===== src/rtl/regfile_pkg.sv =====
// Shared widths, port identifiers and the writeback request record used by the
// register-file writeback arbiter and its holding slots.
package regfile_pkg;

    localparam int DATA_W = 32;
    localparam int ADDR_W = 5;
    localparam int NREG   = 2 ** ADDR_W;

    typedef enum logic {
        PORT_A = 1'b0,
        PORT_M = 1'b1
    } port_id_e;

    typedef struct packed {
        logic              valid;
        logic [ADDR_W-1:0] rd;
        logic [DATA_W-1:0] data;
    } wb_req_t;

    localparam wb_req_t WB_REQ_NONE = '{valid: 1'b0, rd: {ADDR_W{1'b0}}, data: {DATA_W{1'b0}}};

    // One-hot decode of a register index into a scoreboard mask.
    function automatic logic [NREG-1:0] reg_onehot(input logic [ADDR_W-1:0] r);
        reg_onehot = {{(NREG-1){1'b0}}, 1'b1} << r;
    endfunction

endpackage


===== src/rtl/wb_hold_slot.sv =====
// One-entry writeback holding register. Ready stays high while the slot is
// empty or is being drained this cycle, so a granted port streams every cycle.
module wb_hold_slot
    import regfile_pkg::*;
(
    input  logic              CLK,
    input  logic              RST_n,
    input  logic              i_valid,
    input  logic [ADDR_W-1:0] i_rd,
    input  logic [DATA_W-1:0] i_data,
    input  logic              i_grant,
    output logic              o_ready,
    output wb_req_t           o_req
);

    wb_req_t r_req;
    logic    w_accept;

    assign o_ready  = !r_req.valid || i_grant;
    assign w_accept = i_valid && o_ready;
    assign o_req    = r_req;

    // Slot storage: load on handshake, empty once the arbiter has taken it.
    always_ff @(posedge CLK or negedge RST_n) begin
        if (!RST_n) begin
            r_req <= WB_REQ_NONE;
        end else if (w_accept) begin
            r_req <= '{valid: 1'b1, rd: i_rd, data: i_data};
        end else if (i_grant) begin
            r_req.valid <= 1'b0;
        end else begin
            r_req <= r_req;
        end
    end

endmodule


===== src/rtl/regfile_wb_arbiter.sv =====
// Round-robin arbiter sharing the register-file write port between the ALU and
// load writeback paths, plus the pending-destination scoreboard used by decode.
module regfile_wb_arbiter
    import regfile_pkg::*;
(
    input  logic              CLK,
    input  logic              RST_n,
    input  logic              a_valid,
    output logic              a_ready,
    input  logic [ADDR_W-1:0] a_rd,
    input  logic [DATA_W-1:0] a_data,
    input  logic              m_valid,
    output logic              m_ready,
    input  logic [ADDR_W-1:0] m_rd,
    input  logic [DATA_W-1:0] m_data,
    output logic              wr_en,
    output logic [ADDR_W-1:0] wr_addr,
    output logic [DATA_W-1:0] wr_data,
    input  logic              alloc_valid,
    input  logic [ADDR_W-1:0] alloc_rd,
    output logic              alloc_ready,
    input  logic [ADDR_W-1:0] rs1,
    input  logic [ADDR_W-1:0] rs2,
    output logic              stall
);

    wb_req_t           w_req_a;
    wb_req_t           w_req_m;
    wb_req_t           w_win;
    logic              w_grant_a;
    logic              w_grant_m;
    logic              w_both;
    port_id_e          r_ptr;
    logic              r_wr_en;
    logic [ADDR_W-1:0] r_wr_addr;
    logic [DATA_W-1:0] r_wr_data;
    logic [NREG-1:0]   r_pending;
    logic [NREG-1:0]   w_pending_nxt;
    logic              w_alloc_ready;

    wb_hold_slot u_hold_a (
        .CLK     (CLK),
        .RST_n   (RST_n),
        .i_valid (a_valid),
        .i_rd    (a_rd),
        .i_data  (a_data),
        .i_grant (w_grant_a),
        .o_ready (a_ready),
        .o_req   (w_req_a)
    );

    wb_hold_slot u_hold_m (
        .CLK     (CLK),
        .RST_n   (RST_n),
        .i_valid (m_valid),
        .i_rd    (m_rd),
        .i_data  (m_data),
        .i_grant (w_grant_m),
        .o_ready (m_ready),
        .o_req   (w_req_m)
    );

    assign w_both = w_req_a.valid && w_req_m.valid;

    // Grant selection: the pointer only breaks ties when both slots hold work.
    always_comb begin
        w_grant_a = 1'b0;
        w_grant_m = 1'b0;
        w_win     = WB_REQ_NONE;
        if (w_both) begin
            if (r_ptr == PORT_A) begin
                w_grant_a = 1'b1;
            end else begin
                w_grant_m = 1'b1;
            end
        end else if (w_req_a.valid) begin
            w_grant_a = 1'b1;
        end else if (w_req_m.valid) begin
            w_grant_m = 1'b1;
        end else begin
            w_grant_a = 1'b0;
            w_grant_m = 1'b0;
        end
        if (w_grant_a) begin
            w_win = w_req_a;
        end else if (w_grant_m) begin
            w_win = w_req_m;
        end else begin
            w_win = WB_REQ_NONE;
        end
    end

    // Round-robin pointer: hand priority to the other port after a contested slot.
    always_ff @(posedge CLK or negedge RST_n) begin
        if (!RST_n) begin
            r_ptr <= PORT_A;
        end else if (w_both) begin
            r_ptr <= (r_ptr == PORT_A) ? PORT_M : PORT_A;
        end else begin
            r_ptr <= r_ptr;
        end
    end

    // Write-port register; an x0 winner still uses its slot but never strobes.
    always_ff @(posedge CLK or negedge RST_n) begin
        if (!RST_n) begin
            r_wr_en   <= 1'b0;
            r_wr_addr <= {ADDR_W{1'b0}};
            r_wr_data <= {DATA_W{1'b0}};
        end else if (w_win.valid) begin
            r_wr_en   <= (w_win.rd != {ADDR_W{1'b0}});
            r_wr_addr <= w_win.rd;
            r_wr_data <= w_win.data;
        end else begin
            r_wr_en   <= 1'b0;
            r_wr_addr <= r_wr_addr;
            r_wr_data <= r_wr_data;
        end
    end

    assign wr_en   = r_wr_en;
    assign wr_addr = r_wr_addr;
    assign wr_data = r_wr_data;

    assign w_alloc_ready = !r_pending[alloc_rd];
    assign alloc_ready   = w_alloc_ready;
    assign stall         = r_pending[rs1] | r_pending[rs2];

    // Scoreboard update: clear the committed register first so a new claim wins.
    always_comb begin
        w_pending_nxt = r_pending;
        if (r_wr_en) begin
            w_pending_nxt = w_pending_nxt & ~reg_onehot(r_wr_addr);
        end else begin
            w_pending_nxt = w_pending_nxt;
        end
        if (alloc_valid && w_alloc_ready) begin
            w_pending_nxt = w_pending_nxt | reg_onehot(alloc_rd);
        end else begin
            w_pending_nxt = w_pending_nxt;
        end
        w_pending_nxt[0] = 1'b0;
    end

    // Scoreboard state.
    always_ff @(posedge CLK or negedge RST_n) begin
        if (!RST_n) begin
            r_pending <= {NREG{1'b0}};
        end else begin
            r_pending <= w_pending_nxt;
        end
    end

endmodule


===== config.mk =====
export PLATFORM = sky130hd
export DESIGN_NAME = regfile_wb_arbiter
export DESIGN_NICKNAME = d
export VERILOG_FILES = /design/src/rtl/regfile_pkg.sv /design/src/rtl/wb_hold_slot.sv /design/src/rtl/regfile_wb_arbiter.sv
export SDC_FILE = /design/constraint.sdc
export NUM_CORES = 1
export LEC_CHECK = 0
export CAP_MARGIN = 10
export CORE_MARGIN = 3
export CORE_UTILIZATION = 55
export DETAILED_ROUTE_END_ITERATION = 16
export GPL_TIMING_DRIVEN = 0
export HOLD_SLACK_MARGIN = 0.1
export PLACE_DENSITY = 0.83
export SETUP_SLACK_MARGIN = 0.3
export SYNTH_ARGS = -nofsm -noshare
export SYNTH_HDL_FRONTEND = slang
export SYNTH_SLANG_ARGS = --single-unit

===== constraint.sdc =====
create_clock -name CLK -period 3.5 [get_ports CLK]
set_input_delay 0.35 -clock CLK [delete_from_list [all_inputs] [get_ports CLK]]
set_output_delay 0.35 -clock CLK [all_outputs]
set_load 0.02 [all_outputs]

**After elaboration in Yosys (flattened, before gate mapping)**

Cells that the tools add are included.

- Register bits after elaboration: 146
- Bits of input ports: 94
- Word-level logic and storage cells: 54

- Order comparisons: 3
- Shifts and indexed selects: 2
- Mux-type cells: 22
- Bitwise logic cells: 4
- Reduce and logical (&&, ||, !) cells: 12

Operators with widths:

| kind | count |
|---|---|
| 2-to-1 mux 38 bit | 4 |
| 2-to-1 mux 32 bit | 2 |
| << shifter 1 x 5 -> 32 bit, first input constant | 2 |
| bitwise AND 32 bit | 1 |
| inverter 32 bit | 1 |
| OR 32 bit | 1 |
| less-than comparator 5 x 6 -> 1 bit, second input constant | 3 |
| binary-select mux 1 bit (select 5 bit) | 3 |
| 2-to-1 mux 1 bit | 13 |
| nonzero test 5 bit | 1 |
| logical AND 1 bit | 4 |
| nonzero test 2 bit | 2 |
| logical NOT 1 bit | 3 |
| logical OR 1 bit | 2 |
| OR 1 bit | 1 |

**Longest topological paths before layout**

- Depth in word-level cells: 7
- Gate-level depth with buffers: 7

**Hierarchy**

A second synthesis with hierarchy kept.

- Cells, all modules: 538
- Area total of the unflattened synthesis: 6,911.6 sq um

By module, submodules not included:

| module | times used | cells an instance | area each (sq um) |
|---|---|---|---|
| regfile_wb_arbiter | 1 | 376 | 3,766.1 |
| wb_hold_slot | 2 | 81 | 1,572.8 |

**Worst setup path after synthesis**

OpenSTA, ideal clock, no wires.

- Path kind: input to output
- From: in alloc_rd[0]
- To: out alloc_ready
- Arrival time: 1.908 ns
- Data required time: 3.150 ns
- Slack: 1.242 ns
- Stages: 5
- Path buffers: 2
- Path through: buf_6 buf_8 mux4_2 mux4_2 mux2i_1

- Longest elaborated chain between the ends: 3

RTL lines:

| what | RTL line | RTL |
|---|---|---|
| start, declared | regfile_wb_arbiter.sv:20 | `input logic [ADDR_W-1:0] alloc_rd,` |
| binary-select mux 1 bit (select 5 bit) | regfile_wb_arbiter.sv:125 | `assign w_alloc_ready = !r_pending[alloc_rd];` |
| 2-to-1 mux 1 bit (implied by the code) | regfile_wb_arbiter.sv:125 |  |
| logical NOT 1 bit | regfile_wb_arbiter.sv:125 |  |
| end, declared | regfile_wb_arbiter.sv:21 | `output logic alloc_ready,` |

No other way between the ends. The select of a mux whose other input is x is not followed.

**Worst setup path after layout**

- From: in rs1[1]
- To: out stall

- Longest elaborated chain between the ends: 3

RTL lines:

| what | RTL line | RTL |
|---|---|---|
| start, declared | regfile_wb_arbiter.sv:22 | `input logic [ADDR_W-1:0] rs1,` |
| binary-select mux 1 bit (select 5 bit) | regfile_wb_arbiter.sv:127 | `assign stall = r_pending[rs1] \| r_pending[rs2];` |
| 2-to-1 mux 1 bit (implied by the code) | regfile_wb_arbiter.sv:127 |  |
| OR 1 bit | regfile_wb_arbiter.sv:127 |  |
| end, declared | regfile_wb_arbiter.sv:24 | `output logic stall` |

No other way between the ends. The select of a mux whose other input is x is not followed.

==> out/qor.yml <==
status: "finished clean"
ys_async_sr_fraction: 1.00
ys_seq_area_frac: 0.555
critical_path_class: "primary input to primary output"
tritoncts: "built"
synth_ff_type: "dfrtp_1"
wl_mm: 18.6
overflow: 0
grt_usage: 0.292
avgRoutedWirePerCell_um: 22.0
yosysWarnings: 0
grt_setup_unrepaired: "no"
cp.required_ps: 3150
dr.pass1.iters: 5
root_buffer: "clkbuf_16"
n_antenna_cell: 0
clockBufferDepth: 2
via_per_inst: 6.21
numPortBuffers: 128
dp.cells: 814
endpoint_kind: "primary output"
grt_first_pass_wirelength_mm: 29.6
peakVddDrop_mv: 0.545
place_hpwl_mm: 12.6
drc: 0
core_area_um2: 11600
cellPowerDensity_nw_per_um2: 838
rows: 39
hold_path_class: "primary input to async pin"
period_share: 0.859
dpl-instance-area_um2: 8070
grt_pass1_vias: 5680
synth_seq_cells: 146
synth_cells: 542
final_nets: 785
hold_viol_final: 0
worst-slew-pin-transition_ps: 773
antenna_found_initial: 0
finalClockSkew_ps: 7.15
io_pins: 136
drive_gt1_frac: 0.206
p_switching_w: 0.00249
clock_power_share: 0.261
place_congestion: 0.909
cts_buffers: 17
fmax_mhz: 332
seqPwrFrac: 0.391
vias: 5255
intPower_w: 0.00480
maxSlewViolCount: 0
regArea_um2: 3650
nFillCells: 694
setup_viol: 0
final_cell_mix: "dfrtp_1, clkdlybuf4s50_1, mux2_2"
leakage_nw: 3.53
syn_area_um2: 6580
dieWidth_um: 115
start_util: 0.569
detail-route-antenna-nets: 0
final_area_um2: 8710
layout_commonest_cell: "dfrtp_1"
multi_input_area_um2: 2770
fin_worst_hold_slack_ps: 439
reg2regPathDepth: 5
slew_headroom: 0.482
die_h_um: 115
crit_arrival_ps: 2660
clk_pin_slew_ps: 60
syn_nets: 636
path_max_fanout: 10
clk_latency_ps: 410
synth.distinct_cells: 41
drtIter0Drc: 429
syn-mean-instance-area_um2: 12.1
die_area_um2: 13300
post-route-min-period_ps: 3010
numClockSinks: 146
switching_share: 0.342
pwr-share-comb: 0.348
synth_edf_count: 0
area_delta_synth_final_pct: 32.3
maxCapViolCount: 0
grt_max_degree: 99
postCtsSetupRepairBufs: 0
fin_cells: 846
cts_max_level: 4
fin_tns_setup_ps: 0
start_kind: "primary input"
[registers in the layout, indices dropped and copies added, names as in the netlist]
name and cells:
wr_data 32, wr_en 1, wr_addr 5, u_hold_a.o_req 38, u_hold_m.o_req 38, r_pending 31, r_ptr 1
[per-layer routing]
metal	wire (µm)	global-route usage	vias up
met5	0	0	-
met4	699	0.139	0
met3	1640	0.0987	64
met2	9630	0.499	255
met1	6660	0.332	2642
li1	-	-	2294
[metrics by stage]
stage / power, W / utilization / worst slack [ps]
floorplan: 0.00419 / - / 1240
global placement: 0.00518 / 0.696 / -3370
detailed placement: 0.00532 / 0.698 / 62.5
CTS: 0.00729 / 0.753 / 421
global route: 0.00765 / 0.753 / 358
finish: 0.00729 / 0.753 / 492
[layout make-up]
| cell class | instances | area share |
|---|---|---|
| inverters | 5 | 0.00216 |
| plain buffers | 28 | 0.0172 |
| clock buffers | 23 | 0.0537 |
| clock inverters | 8 | 0.0174 |
| flip-flops and latches | 146 | 0.420 |
| multi-input cells | 363 | 0.318 |
| well taps | 143 | 0.0205 |
| repair buffers | 130 | 0.151 |
[power by group through the flow]
stage / registers [W] / logic (W) / clock network [W]
after global placement: 0.00278 / 0.00240 / 0
final: 0.00285 / 0.00254 / 0.00190
after floorplan: 0.00296 / 0.00123 / 0
after global routing: 0.00292 / 0.00273 / 0.00200
after detailed placement: 0.00283 / 0.00249 / 0
after CTS: 0.00283 / 0.00254 / 0.00192
[cell families after synthesis]
family / after synthesis / share of synthesized area
AOI/OAI and AO/OA: 116 / 0.102
buffers and inverters: 33 / 0.0247
DFF: 146 / 0.555
muxes: 107 / 0.219
and+or+nand+nor: 140 / 0.0986
[cells in the mapped netlist (all sizes together) (2+ instances only)]
master,instances,share of area
nand4,3,0.0029
a21oi,2,0.0015
mux2i,10,0.015
buf,12,0.013
a32oi,2,0.0027
or3,3,0.0029
nand3b,4,0.0046
or3b,5,0.0067
mux4,21,0.074
inv,5,0.0029
a2111oi,2,0.0027
nor2b,6,0.0057
o211ai,2,0.0023
or2,3,0.0029
o221a,3,0.0051
nand3,10,0.0076
clkbuf,16,0.0091
or4,2,0.0023
dfrtp,146,0.55
nand2b,5,0.0048
mux2,76,0.13
o21ai,67,0.051
o22ai,34,0.032
nor2,74,0.042
nand2,21,0.012
[critical path, cell delays in order]
cell and delay, ps:
clkdlybuf4s50_1 490, clkbuf_4 250, mux4_2 330, and3_1 190, o21ai_0 230, o31a_1 180, nand4_1 70, clkdlybuf4s50_1 560
[worst paths after layout]
path,startpoint,to,slack (ps)
worst min-delay path,RST_n,r_pending[18],440
worst max register to register,u_hold_a.o_req[37],wr_data[23],1310
worst min register to register,u_hold_a.o_req[13],u_hold_a.o_req[13],510
min in group CLK,u_hold_a.o_req[13],u_hold_a.o_req[13],510
worst max-delay path,rs1[1],stall,490
max in group asynchronous,RST_n,wr_data[31],2230
[repair_timing]
item,CTS,global route
hold endpoints to repair,48,0
endpoints found under the setup margin,1,1
hold buffers,1,0
gates resized for setup,3,1
Power figures use the tool's default switching activity.
